--- src/rtl/muldiv_sched.sv ---
// Sequencer for the EX-stage multiplier/divider: latches operands, drives the unit
// start handshakes, stalls EX while busy and holds the {hi,lo} result until advance.
module muldiv_sched #(
    parameter int TIMEOUT = 64,
    parameter int CNT_W   = 7
) (
    input  logic        clk,
    input  logic        rst,
    input  logic        req_valid,
    input  logic [1:0]  req_op,
    input  logic [31:0] req_src1,
    input  logic [31:0] req_src2,
    input  logic        advance,
    input  logic        flush,
    output logic        mul_start,
    output logic        mul_signed,
    output logic [31:0] mul_ina,
    output logic [31:0] mul_inb,
    input  logic        mul_ready,
    input  logic [63:0] mul_result,
    output logic        div_start,
    output logic        div_signed,
    output logic [31:0] div_opa,
    output logic [31:0] div_opb,
    output logic        div_annul,
    input  logic        div_ready,
    input  logic [63:0] div_result,
    output logic        stallreq,
    output logic        busy,
    output logic        res_valid,
    output logic [63:0] res_data,
    output logic        timeout_err
);

    typedef enum logic [1:0] {IDLE, MUL, DIV, DONE} state_t;

    state_t            state, state_nx;
    logic [31:0]       a_q, b_q;
    logic              sgn_q;
    logic [CNT_W-1:0]  cnt;
    logic [63:0]       res_q;
    logic              to_q;
    logic              accept, in_unit, ready, to_hit;

    assign accept  = (state == IDLE) && req_valid && !flush;
    assign in_unit = (state == MUL) || (state == DIV);
    assign ready   = ((state == MUL) && mul_ready) || ((state == DIV) && div_ready);
    // Counter holds the number of completed busy cycles; this cycle is the last allowed one.
    assign to_hit  = (cnt >= CNT_W'(TIMEOUT - 1));

    always_comb begin
        state_nx = state;
        case (state)
            IDLE: begin
                if (accept) begin
                    if (!req_op[1])          state_nx = MUL;
                    else if (req_src2 != 0)  state_nx = DIV;
                    else                     state_nx = DONE;
                end
            end
            MUL, DIV: begin
                if (flush)        state_nx = IDLE;
                else if (ready)   state_nx = DONE;
                else if (to_hit)  state_nx = DONE;
            end
            DONE: begin
                if (flush || advance) state_nx = IDLE;
            end
            default: state_nx = IDLE;
        endcase
    end

    always_ff @(posedge clk) begin
        if (rst) begin
            state <= IDLE;
            a_q   <= '0;
            b_q   <= '0;
            sgn_q <= 1'b0;
            cnt   <= '0;
            res_q <= '0;
            to_q  <= 1'b0;
        end else begin
            state <= state_nx;
            if (accept) begin
                a_q   <= req_src1;
                b_q   <= req_src2;
                sgn_q <= !req_op[0];
                cnt   <= '0;
                to_q  <= 1'b0;
                if (req_op[1] && req_src2 == 0) res_q <= '0;
            end
            if (in_unit && !flush) begin
                if (cnt != {CNT_W{1'b1}}) cnt <= cnt + 1'b1;
                // Ready wins over a simultaneous watchdog expiry.
                if (ready) begin
                    res_q <= (state == MUL) ? mul_result : div_result;
                end else if (to_hit) begin
                    res_q <= '0;
                    to_q  <= 1'b1;
                end
            end
        end
    end

    assign mul_start   = (state == MUL) && !mul_ready;
    assign mul_signed  = (state == MUL) && sgn_q;
    assign mul_ina     = (state == MUL) ? a_q : 32'd0;
    assign mul_inb     = (state == MUL) ? b_q : 32'd0;
    assign div_start   = (state == DIV) && !div_ready;
    assign div_signed  = (state == DIV) && sgn_q;
    assign div_opa     = (state == DIV) ? a_q : 32'd0;
    assign div_opb     = (state == DIV) ? b_q : 32'd0;
    assign div_annul   = (state == DIV) && (flush || (to_hit && !div_ready));
    assign stallreq    = accept || in_unit;
    assign busy        = (state != IDLE);
    assign res_valid   = (state == DONE);
    assign res_data    = res_q;
    assign timeout_err = to_q;

endmodule

--- config.mk ---
export PLATFORM = sky130hd
export DESIGN_NAME = muldiv_sched
export DESIGN_NICKNAME = d
export VERILOG_FILES = /design/src/rtl/muldiv_sched.sv
export SDC_FILE = /design/constraint.sdc
export NUM_CORES = 1
export LEC_CHECK = 0
export ABC_AREA = 1
export CAP_MARGIN = 5
export CORE_MARGIN = 10
export CORE_UTILIZATION = 35
export CTS_CLUSTER_SIZE = 8
export DETAILED_ROUTE_END_ITERATION = 12
export GPL_TIMING_DRIVEN = 0
export PLACE_DENSITY = 0.77
export SKIP_CTS_REPAIR_TIMING = 1
export SYNTH_ARGS = -nofsm -noshare
export SYNTH_HDL_FRONTEND = slang
export SYNTH_SLANG_ARGS = --single-unit
--- constraint.sdc ---
create_clock -name clk -period 1.8 [get_ports clk]
set_input_delay 0.54 -clock clk [delete_from_list [all_inputs] [get_ports clk]]
set_output_delay 0.54 -clock clk [all_outputs]
set_load 0.01 [all_outputs]
[Word level (Yosys, flattened, before mapping)]
Index checks and enable logic that the tools add are counted.
Operators by class
  $add $sub $neg: 1
  order comparisons: 1
  equal/unequal tests: 7
  reductions and logical operators: 27
  multiplexer cells: 25
Operator list (count)
  $mux W64: 6
  $mux W32: 4
  $logic_not A32 Y1: 1
  $reduce_bool A32 Y1: 1
  $mux W7: 3
  $logic_and A1 B1 Y1: 12
  $mux W2: 6
  $add A7 B1 Y7 const B: 1
  $ge A7 B6 Y1 const B: 1
  $ne A7 B7 Y1 const B: 1
  $pmux W2 S3: 1
  $logic_or A1 B1 Y1: 5
  $mux W1: 5
  $eq A2 B2 Y1 const B: 2
  $logic_not A1 Y1: 4
  $ne A4 B4 Y1 const B: 1
  $reduce_and A3 Y1: 1
  $eq A2 B1 Y1 const B: 1
  $logic_not A2 Y1: 1
  $ne A2 B1 Y1 const B: 1
  $ne A2 B2 Y1 const B: 1
  $reduce_bool A2 Y1: 1
  $reduce_or A2 Y1: 1
Storage, ports and cells
  output and inout port bits: 201
  flip-flop bits (word level): 139

[Logic depth before layout (Yosys ltp)]
  depth after elaboration: 7
  gate-level depth with buffers: 9
  depth with buffers taken out: 9

[Worst setup path before layout]
OpenSTA, ideal clock, no wires.
  path type: reg2out
  start point: register state[1]
  end point: output port mul_inb[21]
  stages on the path, launching flop included: 7
  arrival: 1348 ps
  slack: -88 ps
  path buffers: 2
  path through: dfxtp_1 > inv_1 > ha_1 > clkbuf_1 > buf_1 > nand2_1 > inv_1
On the way
  longest elaborated chain between the ends: 2
Ends and longest elaborated chain
  start, declared: line 37  | state_t state, state_nx;
  start signal, assigned: line 83  | state <= state_nx;
  $eq A2 B1 Y1: line 108  | assign mul_inb = (state == MUL) ? b_q : 32'd0;
  $mux W32: line 108
  end, declared: line 18  | output logic [31:0] mul_inb,
No other way between the ends.

[Final worst setup path]
  start point: register state[0]
  end point: output port stallreq
On the way
  longest elaborated chain between the ends: 4
Ends and longest elaborated chain
  $logic_not A2 Y1: line 45  | assign accept = (state == IDLE) && req_valid && !flush;
  $logic_and A1 B1 Y1 (2 in series): line 45
  $logic_or A1 B1 Y1 (*): line 114  | assign stallreq = accept || in_unit;
  end, declared: line 28  | output logic stallreq,
Every way passes the cells marked *; elsewhere a longest branch is shown, timed or not.

==> results by group <==
Outcome
  • Outcome: complete, but fails checks
  • Failing checks: setup timing

Floorplan
  • Initial Util: 35.5%
  • Die area: ~27,000 sq um
  • Vert. Die Dim: around 160 um
  • Core box area: 20,200 sq um
  • Cell Rows: 52
  • IO Count: approximately 400
  • Chip Width: 163 um

Worst setup path
  • Kind of critical path: flop to output pin
  • WP buf/inv: 4
  • Max stage delay on crit path: about 0.4 ns
  • Crit-path cells: inv_4 > ha_4 > nand3_4 > inv_6 > buf_8 > or2_4 > buf_6
  • Reg-to-Reg Start: state[0]$_SDFFE_PP0P_
  • Critical path origin: state[0]$_SDFFE_PP0P_
  • Arrival time worst endpoint: 1.75 ns
  • WP data required: 1.26 ns
  • CP Max Fanout: 8
  • Worst path top cell family by delay: flip-flops
  • Crit path capture type: output pin
  • Critical path's slowest cell: dfxtp_4
  • Critical path startpoint category: flop

Drt
  • DRC Markers: 0
  • Via density: 4.87
  • Starting DRT DRC Count: 542
  • DRT Wirelength: 35,400 um
  • Via Count: 8,779
  • Antenna viol nets, final: 0
  • DRT Pass-1 Iters: 4
  • Average wire per standard cell: 19.7 um

Finish
  • Commonest non-fill, non-tap cell in the layout: clkdlybuf4s50_1
  • Register area: 2800 sq um
  • Layout net count: 1,722
  • # fillers: ~1,500
  • Most frequent cells in the layout: 164 x clkdlybuf4s50_1, 151 x nor2_1, 132 x dfxtp_1, 100 x dlymetal6s2s_1, 95 x buf_6
  • Ratio of cells with drive above 1 in the final layout: 36.3%
  • Util after Layout: 69.8%
  • Multi-input logic area: around 4200 sq um
  • Area delta synth->final: 96.8%

Synthesis
  • Register area share after synthesis: between 30% and 40%
  • Cell Area, Synth: ~7200 sq um
  • Synth top area cells: dfxtp_1 39%, nor2_1 8.2%, nand2_1 8.2%
  • Cell taking the most area after synthesis: dfxtp_1
  • Post-synth top area share: between 30% and 40%
  • Post-synthesis register bit count: 139
  • Syn_nets: 1,246
  • Syn Inst Count: 1,039
  • Synth cell types: 33
  • Mapped Avg Cell Area: approximately 7 sq um
  • Ys Warns: 0

GRT
  • Gr ovfl total: 0
  • Tot GR Track Use: between 20% and 30%
  • Largest net degree at the start of global routing: 17
  • Initial antenna violation count: 4
  • First-pass GRT wire length: 47,100 um
  • Vias in the first global route: 8,267

Power and ir drop
  • Max IR drop VDD: 0.656 mV
  • Static leakage: 8.26 nW
  • PD cells: 992 nW/um^2

Placed design
  • IO Port Bufs: 400
  • Final RePlAce weighted congestion: 0.911
  • Post-detail-place hpwl: 25,300 um
  • Setup WS pre-CTS: -1.27 ns

Worst hold path
  • Worst hold path class: input pin to flop
  • Hold_sp: rst

Clocking
  • CTS tree: done
  • H-tree depth: 4
  • Later-pin clock latency in the skew report: 0.42 ns
  • Clock-pin slew on the worst setup and hold paths: 0.06 ns
  • CTS root buffer: clkbuf_16
  • Clock Sinks: 139
  • Num CTS Buffers: 17
  • CTS Buffer Depth: 2

Timing
  • Setup TNS: -58.82 ns
  • Clock Skew: 0.00944 ns
  • Slew of the pin with the lowest slew margin: 0.672 ns
  • F_max: 437 MHz
  • Final worst path period share: 127%
  • # setup viols final: slightly below 200
  • Rel. slew slack: 55.2%
  • Final Hold Viols: 0
  • Max Slew Vio Count: 0
  • Final WS setup: -0.489 ns
  • RSZ-0062 raised after global routing: true
  • Min cycle time layout: 2.29 ns
  • Hold slack: 0.381 ns

Flow run
  • Number of max-cap violations: 0
## synth_stat cells
master,count
buf_6,7
o21ai_0,72
buf_4,1
nor4_1,1
inv_2,2
a21oi_1,67
dlygate4sd1_1,2
o211ai_1,64
or2_1,14
o2111a_1,1
or2_2,52
nor2_1,157
o21bai_1,1
inv_1,142
nor2_4,1
a22oi_1,1
buf_2,14
nand2_2,1
nand3b_1,1
a31oi_1,1
dfxtp_1,139
nand3_1,57
nand2_1,156
buf_12,1
a211oi_1,1
clkbuf_1,43
nand3_2,14
a21oi_2,9
o21ai_4,1
nor2_2,1
nor3_1,2
buf_1,7
ha_1,6
## report_power, final
part	internal (W)	switching [W]	leakage, nW
sequential	0.00345	0.000436	1.14
combinational	0.00316	0.00326	6.83
clock	0.00223	0.00143	0.286
total	0.00884	0.00512	8.26
## layout make-up
| cell class | count | area share, % |
|---|---|---|
| Timing Repair Buffer | 456 | 34.8 |
| Antenna cell | 3 | 0.0533 |
| Buffer | 75 | 4.82 |
| Inverter | 144 | 3.95 |
| Clock buffer | 19 | 3.15 |
| Sequential cell | 139 | 19.9 |
| Tap cell | 270 | 2.40 |
| Multi-Input combinational cell | 682 | 29.8 |
| Clock inverter | 13 | 1.17 |
## sequential cells by signal (all words and copies together), names as in the netlist
signal       flops
res_data        64
a_q             32
b_q             32
cnt              7
state            2
sgn_q            1
timeout_err      1
## cells by family (layout without fill, tap and decap cells)
group / count (synthesis) / in the layout / synth area share, %
AO/OA/AOI/OAI: 218 / 218 / 18.3
buffers and inverters: 219 / 707 / 12.9
adder cells (fa/ha/maj): 6 / 6 / 1.05
flip-flops: 139 / 139 / 38.9
other: 0 / 3 / 0
AND/OR/NAND/NOR: 457 / 458 / 28.8
## worst paths after layout
| path | slack [ns] | end | depth (start not counted) |
|---|---|---|---|
| hold reg to reg | 0.47 | res_data[12]$_SDFF_PP0_ | 2 |
| hold / removal | 0.38 | cnt[5]$_SDFF_PP0_ | 2 |
| setup / recovery | -0.49 | stallreq | 7 |
| setup reg to reg | -0.21 | res_data[27]$_SDFF_PP0_ | 10 |
## worst register-to-register path: cells and delay by family, from the launching register on
family	cells	cell delay, ns
DFF	1	0.39
and+or+nand+nor	3	0.35
adders and majority gates	1	0.17
buffers and inverters	4	0.58
AOI/OAI and AO/OA	2	0.45
## per-layer routing
layer	vias to the layer above	routed length (um)	track usage, %
li1	4272	-	-
met1	4119	13800	24.9
met2	343	17700	39.1
met3	45	3230	9.68
met4	0	716	6.07
met5	-	0	0
## metrics by stage
| step | std cells | total power, W | instance area [sq um] |
|---|---|---|---|
| final | 1801 | 0.0140 | 14100 |
| after global routing | 1801 | 0.0146 | 14100 |
| after CTS | 1741 | 0.0117 | 12100 |
| after detailed placement | 1709 | 0.00807 | 11500 |
| after global placement | 1709 | 0.00800 | 11500 |
| after floorplan | 1039 | 0.00598 | 7170 |
Power figures use the tool's default switching activity.
